[config.mk]
export PLATFORM = sky130hd
export DESIGN_NAME = issue_queue
export DESIGN_NICKNAME = d
export VERILOG_FILES = /design/src/rtl/issue_queue.sv
export SDC_FILE = /design/constraint.sdc
export NUM_CORES = 1
export LEC_CHECK = 0
export CAP_MARGIN = 25
export CORE_UTILIZATION = 60
export CTS_BUF_LIST = sky130_fd_sc_hd__clkbuf_4
export DETAILED_ROUTE_END_ITERATION = 8
export PLACE_DENSITY = 0.82
export SLEW_MARGIN = 30
export SYNTH_ARGS = -nofsm -noshare
export SYNTH_HDL_FRONTEND = slang
export SYNTH_SLANG_ARGS = --single-unit
[constraint.sdc]
create_clock -name clk -period 7.41 [get_ports clk]
set_input_delay 1.482 -clock clk [delete_from_list [all_inputs] [get_ports clk]]
set_output_delay 1.482 -clock clk [all_outputs]
set_load 0.02 [all_outputs]
[src/rtl/issue_queue.sv]
// issue_queue: dual-enqueue, dual-dequeue circular issue queue between decode and dispatch.
typedef struct packed {
  logic        o_valid;
  logic [31:0] PC;
  logic [31:0] inst;
} PC_set;

module issue_queue #(
  parameter int DEPTH = 8
) (
  input  logic       clk,
  input  logic       rstn,
  input  logic       flush,
  input  PC_set      i_set1,
  input  PC_set      i_set2,
  input  logic [1:0] i_valid,
  output logic       o_ready,
  output PC_set      o_set1,
  output PC_set      o_set2,
  output logic [1:0] o_is_valid,
  input  logic [1:0] i_usingNUM
);
  localparam int AW = $clog2(DEPTH);
  PC_set          r_mem [DEPTH];
  logic [AW-1:0]  r_head, r_tail;
  logic [AW:0]    r_count;
  logic [AW:0]    w_free;
  logic           w_en;
  logic [1:0]     w_nenq, w_req, w_ndeq;
  assign w_free = (AW+1)'(DEPTH) - r_count;
  assign o_ready = w_free >= (AW+1)'(2);
  assign w_en = o_ready & ~flush;
  assign w_nenq = w_en ? {1'b0, i_valid[1]} + {1'b0, i_valid[0]} : 2'd0;
  assign w_req = (i_usingNUM == 2'd3) ? 2'd0 : i_usingNUM;
  assign w_ndeq = (r_count < (AW+1)'(w_req)) ? r_count[1:0] : w_req;
  assign o_is_valid = {r_count >= (AW+1)'(1), r_count >= (AW+1)'(2)};
  // Outputs come from registered state only; dispatch's consume count never reaches them.
  always_comb begin
    o_set1 = r_mem[r_head];
    o_set2 = r_mem[r_head + AW'(1)];
    o_set1.o_valid = o_is_valid[1];
    o_set2.o_valid = o_is_valid[0];
  end
  always_ff @(posedge clk) begin
    if (w_en & i_valid[1]) r_mem[r_tail] <= i_set1;
    if (w_en & i_valid[0]) r_mem[r_tail + AW'(i_valid[1])] <= i_set2;
  end
  always_ff @(posedge clk or negedge rstn) begin
    if (!rstn) begin
      r_head  <= '0;
      r_tail  <= '0;
      r_count <= '0;
    end else if (flush) begin
      r_head  <= '0;
      r_tail  <= '0;
      r_count <= '0;
    end else begin
      r_head  <= r_head + AW'(w_ndeq);
      r_tail  <= r_tail + AW'(w_nenq);
      r_count <= r_count + (AW+1)'(w_nenq) - (AW+1)'(w_ndeq);
    end
  end
endmodule

==> summary.md, run 1 <==
| Metric | Value |
|---|---|
| P_sw | `between 4000 and 5000 uW` |
| Grt ovf | `0` |
| Gpl congestion | `0.8321` |
| Port Buffers | `about 270` |
| Initial antenna violation count | `14` |
| Crit path capture type | `primary output` |
| Initial cell density of the core | `61.30%` |
| Required time of the critical path | `5.93 ns` |
| Status | `finished clean` |
| Number of synthesized flops with an enable pin | `slightly above 500` |
| Total number of vias | `17700` |
| Area Growth Syn to Fin | `15.59%` |
| Clock power frac | `18.6%` |
| Post-route DRC | `0` |
| DRT iter0 DRCs | `1251` |
| Startpoint types | `flip-flop` |
| Fin nets | `~2100` |
| Tot Pwr | `13650 uW` |
| Syn_nets | `1804` |
| P_int | `8760 uW` |
| Routed vias/inst | `approximately 6.4` |
| TNS Setup | `0 ns` |
| Highest Clock Rate | `164.4 MHz` |
| GRT Overall Usage | `29.53%` |
| Mean Syn Cell Area | `19.30 um2` |
| First-pass GRT wire length | `between 100 and 150 mm` |
| Cts hold-fix bufs | `0` |
| Worst EP arrival | `4.60 ns` |
| Slew @ Worst Pin | `slightly below 1 ns` |
| Pleak | `between 0.01 and 0.015 uW` |
| Fin. Hold Viols | `0` |
| Vias in the first global route | `around 19000` |
| CTS Buffer Depth | `3` |
| RSZ-0062 raised after global routing | `no` |
| Sinks on Clock Net | `522` |
| TritonCTS clock tree | `built` |
| Die area | `53870 um2` |
| Cells after synthesis | `1646` |
| Cell Rows | `between 80 and 90` |
| Reg power frac | `27.9%` |
| Multiplexer area fraction after synthesis | `45.47%` |
| Combinational power share | `53.6%` |
| Max-cap violations | `0` |
| WL final | `approximately 78 mm` |
| Core Region | `just over 50000 um2` |
| Top_reg_cell synth | `edfxtp_1` |
| Wire per inst | `28.37 um` |
| Final ANT Viol Nets | `0` |
| Synth Area in Simple Gates | `0.8665%` |
| Max FO, Critical Path | `38` |
| Worst rel slew slack | `approximately a third` |
| CTS root buffer | `clkbuf_4` |
| Share of cells above drive strength 1 | `between 50% and 60%` |
| Slack of the critical path | `1.326 ns` |
| Yosys cell types | `34` |
| Final HPWL DP | `44.99 mm` |
| Min-Delay Path Class | `flip-flop to flip-flop` |
| Largest net degree at the start of global routing | `between 100 and 150` |
| Adder-Cell Fraction of Synth Area | `0.9217%` |
| I/O Pins | `270` |
| Mapped Area | `31770 um2` |
| Final setup fails | `0` |
| CTS clk-pin slew, worst paths | `0.05 ns` |
| Final setup skew | `around 0.037 ns` |
| Number of synthesized register bits | `between 500 and 600` |
| Cts repair resizes | `0` |
| Worst VDD drop | `0.3122 mV` |
| XOR/XNOR Fraction of Synth Area | `less than 1%` |
| H-tree depth | `4` |
| Ys async rst share | `1.916%` |
| Slew Limit Fails | `0` |
| Main combinational cell family by area after synthesis | `multiplexers` |
| Synth Area in Compound Gates | `0.3151%` |
| Post-CTS setup buffers | `0` |
| Tcrit/Tclk final | `82.11%` |
| Post-route minimum period | `6.084 ns` |
| DP Worst Slack | `roughly 1.8 ns` |
| Worst skew pair latency | `about 1.0 ns` |
| PD cells | `roughly 370 nW/um2` |
| Die X | `232.1 um` |
| Seq/Total Area, Yosys | `49.19%` |
| Drt first pass iters | `5` |
| Ys Warns | `0` |
| Kind of critical path | `flip-flop to primary output` |
| Die Ht | `232.1 um` |
| Number of buffers created by CTS | `approximately 140` |
| Switching part of the total | `35.82%` |
-- state kept, by name, indices dropped and copies added (netlist names) --
name     cells
r_mem      512
r_count      4
r_head       3
r_tail       3
-- cells in the final DEF (no fill, tap or decap), types with 3 or more instances in the layout --
master and n:
clkinv_2 10, nand3_4 8, bufinv_16 4, inv_2 4, edfxtp_1 512, nand3b_1 4, inv_1 13, buf_12 5
nand3_1 3, fa_1 4, mux2_4 392, clkinv_1 24, mux4_2 256, xnor2_1 3, clkbuf_4 195, nor2b_1 5
xor2_1 4, buf_4 32, diode_2 11, nor2_1 10, dfrtp_4 3, nand2_1 3, nand2b_1 3, ha_1 16
clkdlybuf4s50_1 267, mux2_2 248, dfrtp_1 7, o21ai_4 8
-- critical path, stage by stage, from the launching register on --
cell and delay, ns:
dfrtp_4 0.69, buf_4 0.65, buf_4 0.76, mux4_2 0.59, mux2_2 0.28, clkdlybuf4s50_1 0.59
-- stage by stage --
step	hold slack [ns]	utilization, %	cells	area [um2]
after global placement	0.6625	67.39	2501	34920
after floorplan	0.6118	-	1646	31770
after global routing	0.7123	70.84	2747	36710
after CTS	0.6788	70.75	2738	36660
final	0.6938	70.86	2750	36720
after detailed placement	0.6634	67.39	2501	34920
-- power by group through the flow --
stage | Sequential (uW) | Clock [uW] | Combinational, uW
2_1_floorplan | 3770 | 0 | 4880
3_3_place_gp | 3830 | 0 | 7230
3_5_place_dp | 3860 | 0 | 7330
4_1_cts | 3800 | 2590 | 7360
5_1_grt | 3830 | 2730 | 7670
6_report | 3800 | 2540 | 7310
-- cell families (layout without fill, tap and decap cells) --
family          count (synthesis)  in the layout
mux                           896            896
flops                         522            522
buf+inv                       143            556
simple gates                   40             40
fa+ha+maj                      21             21
compound gates                 16             16
xor+xnor                        8              8
other cells                     0             11
-- synthesized netlist by cell type, types with 9 or more instances --
library cell | number | share of area [%]
edfxtp_1 | 512 | 48
ha_1 | 17 | 0.67
mux4_2 | 256 | 18
nor2_1 | 10 | 0.12
buf_6 | 48 | 1.7
clkbuf_1 | 32 | 0.38
inv_1 | 13 | 0.15
buf_2 | 44 | 0.69
mux2_2 | 248 | 8.8
mux2_4 | 392 | 19
dfrtp_1 | 10 | 0.79
o21ai_0 | 9 | 0.14
-- worst paths after layout --
| path | slack (ns) | start | cells after the start | to |
|---|---|---|---|---|
| max in group asynchronous | 6.21 | rstn | 1 | r_head[2] |
| max reg2reg | 3.33 | r_count[1] | 8 | r_mem[6][2] |
| min in group asynchronous | 0.83 | rstn | 1 | r_count[2] |
| min | 0.69 | r_tail[0] | 2 | r_tail[0] |
| max | 1.33 | r_head[1] | 5 | o_set1[45] |
| min reg2reg | 0.69 | r_tail[0] | 2 | r_tail[0] |
-- area by class of cell --
class                      count  area, um2
clock inverter                42      275.3
timing repair buffer         306       3052
multi-input combinational    981      15360
clock buffer                 195       1464
tap                          680      850.8
inverter                      13      48.80
sequential                   522      15640
antenna                       11      27.53
fill                        3202      15100
-- per-layer routing --
layer | global-route usage (%) | wire (um)
met5 | 0 | 46
met3 | 7.723 | 5670
met4 | 12.44 | 2148
met2 | 51.96 | 41220
met1 | 34.01 | 28930
Note: power is estimated with default switching activity, not from simulation.
==> run 2: changes to the inputs <==
==> constraint.sdc (replaced) <==
create_clock -name clk -period 6.05 [get_ports clk]
set_input_delay 1.21 -clock clk [delete_from_list [all_inputs] [get_ports clk]]
set_output_delay 1.21 -clock clk [all_outputs]
set_load 0.02 [all_outputs]
==> summary.md, run 2 (synthesis gave the netlist of run 1 again) <==
| Metric | Value |
|---|---|
| Worst EP arrival | `4.32 ns` |
| CTS Buffer Depth | `3` |
| Die X | `between 200 and 250 um` |
| Tcrit/Tclk final | `91.47%` |
| P_sw | `around 6000 uW` |
| CTS root buffer | `clkbuf_4` |
| RSZ-0062 raised after global routing | `no` |
| Top delay family on crit path | `buffers and inverters` |
| Share of cells above drive strength 1 | `56.85%` |
| Wire per inst | `28.74 um` |
| Port Buffers | `approximately 270` |
| Largest net degree at the start of global routing | `146` |
| Fin nets | `roughly 2100` |
| Total number of vias | `17910` |
| Pleak | `approximately 0.014 uW` |
| P_int | `10750 uW` |
| Crit path launch | `r_head[0]` |
| Fin. Hold Viols | `0` |
| TNS Setup | `0 ns` |
| Post-route DRC | `0` |
| Vias in the first global route | `18870` |
| Crit path capture type | `primary output` |
| Worst VDD drop | `approximately 0.39 mV` |
| Kind of critical path | `flip-flop to primary output` |
| Largest regs | `r_mem (512), r_count (4)` |
| Gpl congestion | `0.8025` |
| Post-route minimum period | `5.534 ns` |
| Worst skew pair latency | `between 1 and 1.5 ns` |
| FF-to-FF End | `r_mem[6][56]` |
| Slack of the critical path | `0.5162 ns` |
| Number of buffers created by CTS | `134` |
| Required time of the critical path | `4.84 ns` |
| Slew @ Worst Pin | `1.047 ns` |
| Final ANT Viol Nets | `0` |
| Clock power frac | `18.5%` |
| Post-CTS setup buffers | `0` |
| Commonest non-fill, non-tap cell in the layout | `edfxtp_1` |
| GRT Overall Usage | `29.89%` |
| Core Region | `a little over 50000 um2` |
| Initial cell density of the core | `61.30%` |
| Die area | `53870 um2` |
| Slew Limit Fails | `0` |
| Dpl cell area | `about 35000 um2` |
| First-pass GRT wire length | `115.6 mm` |
| DRT iter0 DRCs | `~1400` |
| Sinks on Clock Net | `~520` |
| Critical path, cell by cell | `buf_12, buf_16, mux4_2, mux2_2, clkdlybuf4s50_1` |
| Routed vias/inst | `6.502` |
| H-tree depth | `4` |
| Final HPWL DP | `roughly 45 mm` |
| FF-to-FF setup slack | `1.89 ns` |
| Post-layout util | `a little under three quarters` |
| I/O Pins | `270` |
| RR Startpoint | `r_count[1]` |
| Most frequent cells in the layout | `edfxtp_1 (512), mux2_4 (392), clkdlybuf4s50_1 (267)` |
| Status | `finished clean` |
| Max FO, Critical Path | `84` |
| Drt first pass iters | `5` |
| Final setup fails | `0` |
| Reg power frac | `27.9%` |
| CTS clk-pin slew, worst paths | `~0.080 ns` |
| Crit path depth | `5` |
| Max reg flops | `512` |
| Area Growth Syn to Fin | `16.14%` |
| WL final | `79.15 mm` |
| Worst r2r path cells | `8` |
| Cell Rows | `83` |
| Die Ht | `232.1 um` |
| TritonCTS clock tree | `built` |
| Final setup skew | `0.05654 ns` |
| Startpoint types | `flip-flop` |
| Cts hold-fix bufs | `0` |
| Grt ovf | `0` |
| Highest Clock Rate | `approximately 180 MHz` |
| PD cells | `around 450 nW/um2` |
| Combinational power share | `53.6%` |
| Initial antenna violation count | `14` |
| Cts repair resizes | `0` |
| Max stage delay on crit path | `0.88 ns` |
| Worst rel slew slack | `30.22%` |
| Max-cap violations | `0` |
| Slowest CP cell | `dfrtp_4` |
| Min-Delay Path Class | `primary input to async pin` |
| Worst path bufs/invs | `3` |
| Switching part of the total | `35.84%` |
| Register name with the most flops | `r_mem` |
| Post-route cell area | `approximately 37000 um2` |
| Critical Path End | `o_set2[14]` |
| DP Worst Slack | `1.077 ns` |
run 2: power groups by stage:
stage	Sequential (uW)	Combinational, uW	Clock (uW)
floorplan	4620	5970	0
global placement	4720	8870	0
detailed placement	4750	8970	0
CTS	4670	9010	3160
global route	4720	9400	3340
finish	4670	8970	3100
run 2: worst min-delay path by stage:
| stage | startpoint | endpoint |
|---|---|---|
| 6_report | rstn | r_tail[1] |
| 5_1_grt | rstn | r_tail[1] |
| 4_1_cts | rstn | r_tail[1] |
| 3_5_place_dp | r_tail[2] | r_tail[2] |
| 3_3_place_gp | r_tail[2] | r_tail[2] |
| 2_1_floorplan | r_head[0] | r_head[0] |
run 2: cell type report:
cell class / instances / area (um2)
diodes: 16 / 40.04
fillers: 3265 / 14930
flip-flops and latches: 522 / 15640
well taps: 680 / 850.8
clock buffers: 194 / 1456
inverters: 13 / 48.80
repair buffers: 310 / 3238
clock inverters: 38 / 252.7
multi-input cells: 981 / 15370
run 2: worst register-to-register path: cells and delay by family (launching register included):
family,cells,cell delay (ns)
simple gates,2,0.56
buf+inv,3,1.65
mux,1,0.42
flops,1,0.50
compound gates,1,0.47
fa+ha+maj,1,0.30
run 2: metal layers:
layer	part of all wire [%]	track usage [%]	up-vias
li1	-	-	7613
met1	38	35.22	9398
met2	52	52.08	726
met3	7.0	7.502	162
met4	3.0	12.38	8
met5	0.058	0	-
run 2: metrics by stage:
| step | std cells | power (uW) | hold slack, ns |
|---|---|---|---|
| 2_1_floorplan | 1646 | 10600 | 0.6118 |
| 4_1_cts | 2736 | 16850 | 0.4471 |
| 5_1_grt | 2752 | 17460 | 0.4626 |
| 3_5_place_dp | 2504 | 13720 | 0.6765 |
| 3_3_place_gp | 2503 | 13580 | 0.6583 |
| 6_report | 2754 | 16750 | 0.5272 |
==> run 3: changes to the inputs <==
==> constraint.sdc (replaced) <==
create_clock -name clk -period 6.05 [get_ports clk]
set_input_delay 1.815 -clock clk [delete_from_list [all_inputs] [get_ports clk]]
set_output_delay 1.815 -clock clk [all_outputs]
set_load 0.02 [all_outputs]
==> summary.md, run 3 (synthesis gave the netlist of run 1 again) <==
| Metric | Value |
|---|---|
| Largest regs | `r_mem (512), r_count (4)` |
| Slew @ Worst Pin | `0.9394 ns` |
| CTS root buffer | `clkbuf_4` |
| Tcrit/Tclk final | `95.80%` |
| Total number of vias | `17920` |
| Area Growth Syn to Fin | `16.12%` |
| Grt ovf | `0` |
| Slowest CP cell | `dfrtp_4` |
| Cts repair resizes | `0` |
| FF-to-FF setup slack | `~2.5 ns` |
| Highest Clock Rate | `172.5 MHz` |
| Slack of the critical path | `between 0.2 and 0.3 ns` |
| Required time of the critical path | `4.24 ns` |
| RR Startpoint | `r_count[1]` |
| Min-Delay Path Class | `flip-flop to flip-flop` |
| Share of cells above drive strength 1 | `56.75%` |
| Die X | `between 200 and 250 um` |
| Largest net degree at the start of global routing | `around 120` |
| TNS Setup | `0 ns` |
| Critical path, cell by cell | `ha_4, xor2_4, buf_4, mux2_2, clkdlybuf4s50_1` |
| WL final | `~79 mm` |
| Initial antenna violation count | `11` |
| Worst EP arrival | `3.98 ns` |
| Register name with the most flops | `r_mem` |
| GRT Overall Usage | `between 30% and 40%` |
| Worst skew pair latency | `0.99 ns` |
| CTS clk-pin slew, worst paths | `0.06 ns` |
| Gpl congestion | `around 0.81` |
| First-pass GRT wire length | `about 120 mm` |
| Status | `finished clean` |
| Port Buffers | `267` |
| Crit path capture type | `primary output` |
| Fin. Hold Viols | `0` |
| Vias in the first global route | `19350` |
| FF-to-FF End | `r_mem[3][61]` |
| Worst VDD drop | `between 0.4 and 0.5 mV` |
| Post-route DRC | `0` |
| Final HPWL DP | `44.98 mm` |
| Cts hold-fix bufs | `0` |
| H-tree depth | `4` |
| Pleak | `0.01364 uW` |
| Crit path launch | `r_head[1]` |
| Commonest non-fill, non-tap cell in the layout | `edfxtp_1` |
| RSZ-0062 raised after global routing | `no` |
| TritonCTS clock tree | `built` |
| PD cells | `~450 nW/um2` |
| Startpoint types | `flip-flop` |
| Core Region | `51820 um2` |
| Die area | `53870 um2` |
| Sinks on Clock Net | `522` |
| Max reg flops | `512` |
| Post-layout util | `71.19%` |
| Max-cap violations | `0` |
| Cell Rows | `83` |
| Die Ht | `232.1 um` |
| Post-CTS setup buffers | `0` |
| Kind of critical path | `flip-flop to primary output` |
| Wire per inst | `28.90 um` |
| Most frequent cells in the layout | `edfxtp_1 (512), mux2_4 (392), clkdlybuf4s50_1 (267)` |
| Final ANT Viol Nets | `0` |
| Critical Path End | `o_set2[47]` |
| Worst r2r path cells | `7` |
| CTS Buffer Depth | `3` |
| DP Worst Slack | `0.7604 ns` |
| Final setup fails | `0` |
| Number of buffers created by CTS | `140` |
| Slew Limit Fails | `0` |
| I/O Pins | `270` |
| Drt first pass iters | `6` |
| Final setup skew | `0.04459 ns` |
| Post-route minimum period | `5.796 ns` |
| Initial cell density of the core | `61.30%` |
| Fin nets | `around 2100` |
| Routed vias/inst | `~6.5` |
| DRT iter0 DRCs | `1208` |
| Max FO, Critical Path | `40` |
| Max stage delay on crit path | `between 0.8 and 0.9 ns` |
| Worst rel slew slack | `36.52%` |
[run 3: cell count changes in the layout (fill, tap and decap cells not counted), sizes merged]
cell    change
buf         +1
inv         -1
clkbuf      +2
bufinv      -2
diode       -8
[run 3: final cells by class]
cell class	count	area, um2
fillers	3231	14930
clock buffers	196	1471
repair buffers	311	3311
clock inverters	35	187.7
well taps	680	850.8
multi-input cells	981	15360
diodes	8	20.02
flip-flops and latches	522	15640
inverters	13	48.80
[run 3: per-layer routing]
layer	track usage [%]	routed length, um
met5	0	36
met4	12.25	2020
met3	7.613	5908
met2	53.35	42210
met1	34.72	29170
[run 3: how the worst min path moves through the flow]
stage	start	endpoint	depth (start not counted)
floorplan	r_head[0]	r_head[0]	2
global placement	r_tail[0]	r_tail[0]	2
detailed placement	r_tail[2]	r_tail[2]	2
CTS	r_tail[2]	r_tail[2]	2
global route	r_tail[0]	r_tail[0]	2
finish	r_tail[2]	r_tail[2]	2
[run 3: metrics by stage]
stage | instances | power, uW | area (um2) | hold slack [ns]
2_1_floorplan | 1646 | 10600 | 31770 | 0.6118
3_3_place_gp | 2506 | 13580 | 35200 | 0.6576
3_5_place_dp | 2507 | 13740 | 35210 | 0.6841
4_1_cts | 2738 | 16760 | 36870 | 0.6974
5_1_grt | 2743 | 17340 | 36880 | 0.7533
6_report | 2746 | 16610 | 36890 | 0.6894
[run 3: power by group]
group / switching (uW) / internal (uW) / total [uW]
registers: 248 / 4400 / 4650
clock network: 1430 / 1560 / 2990
logic: 4270 / 4700 / 8970
[run 3: worst max-delay path, delay by kind of cell, from the launching register on]
family                     cells  cell delay (ns)
adders and majority gates      1             0.25
buffers and inverters          2             1.33
muxes                          1             0.42
xor gates and xnor gates       1             0.15
DFF                            1             0.84
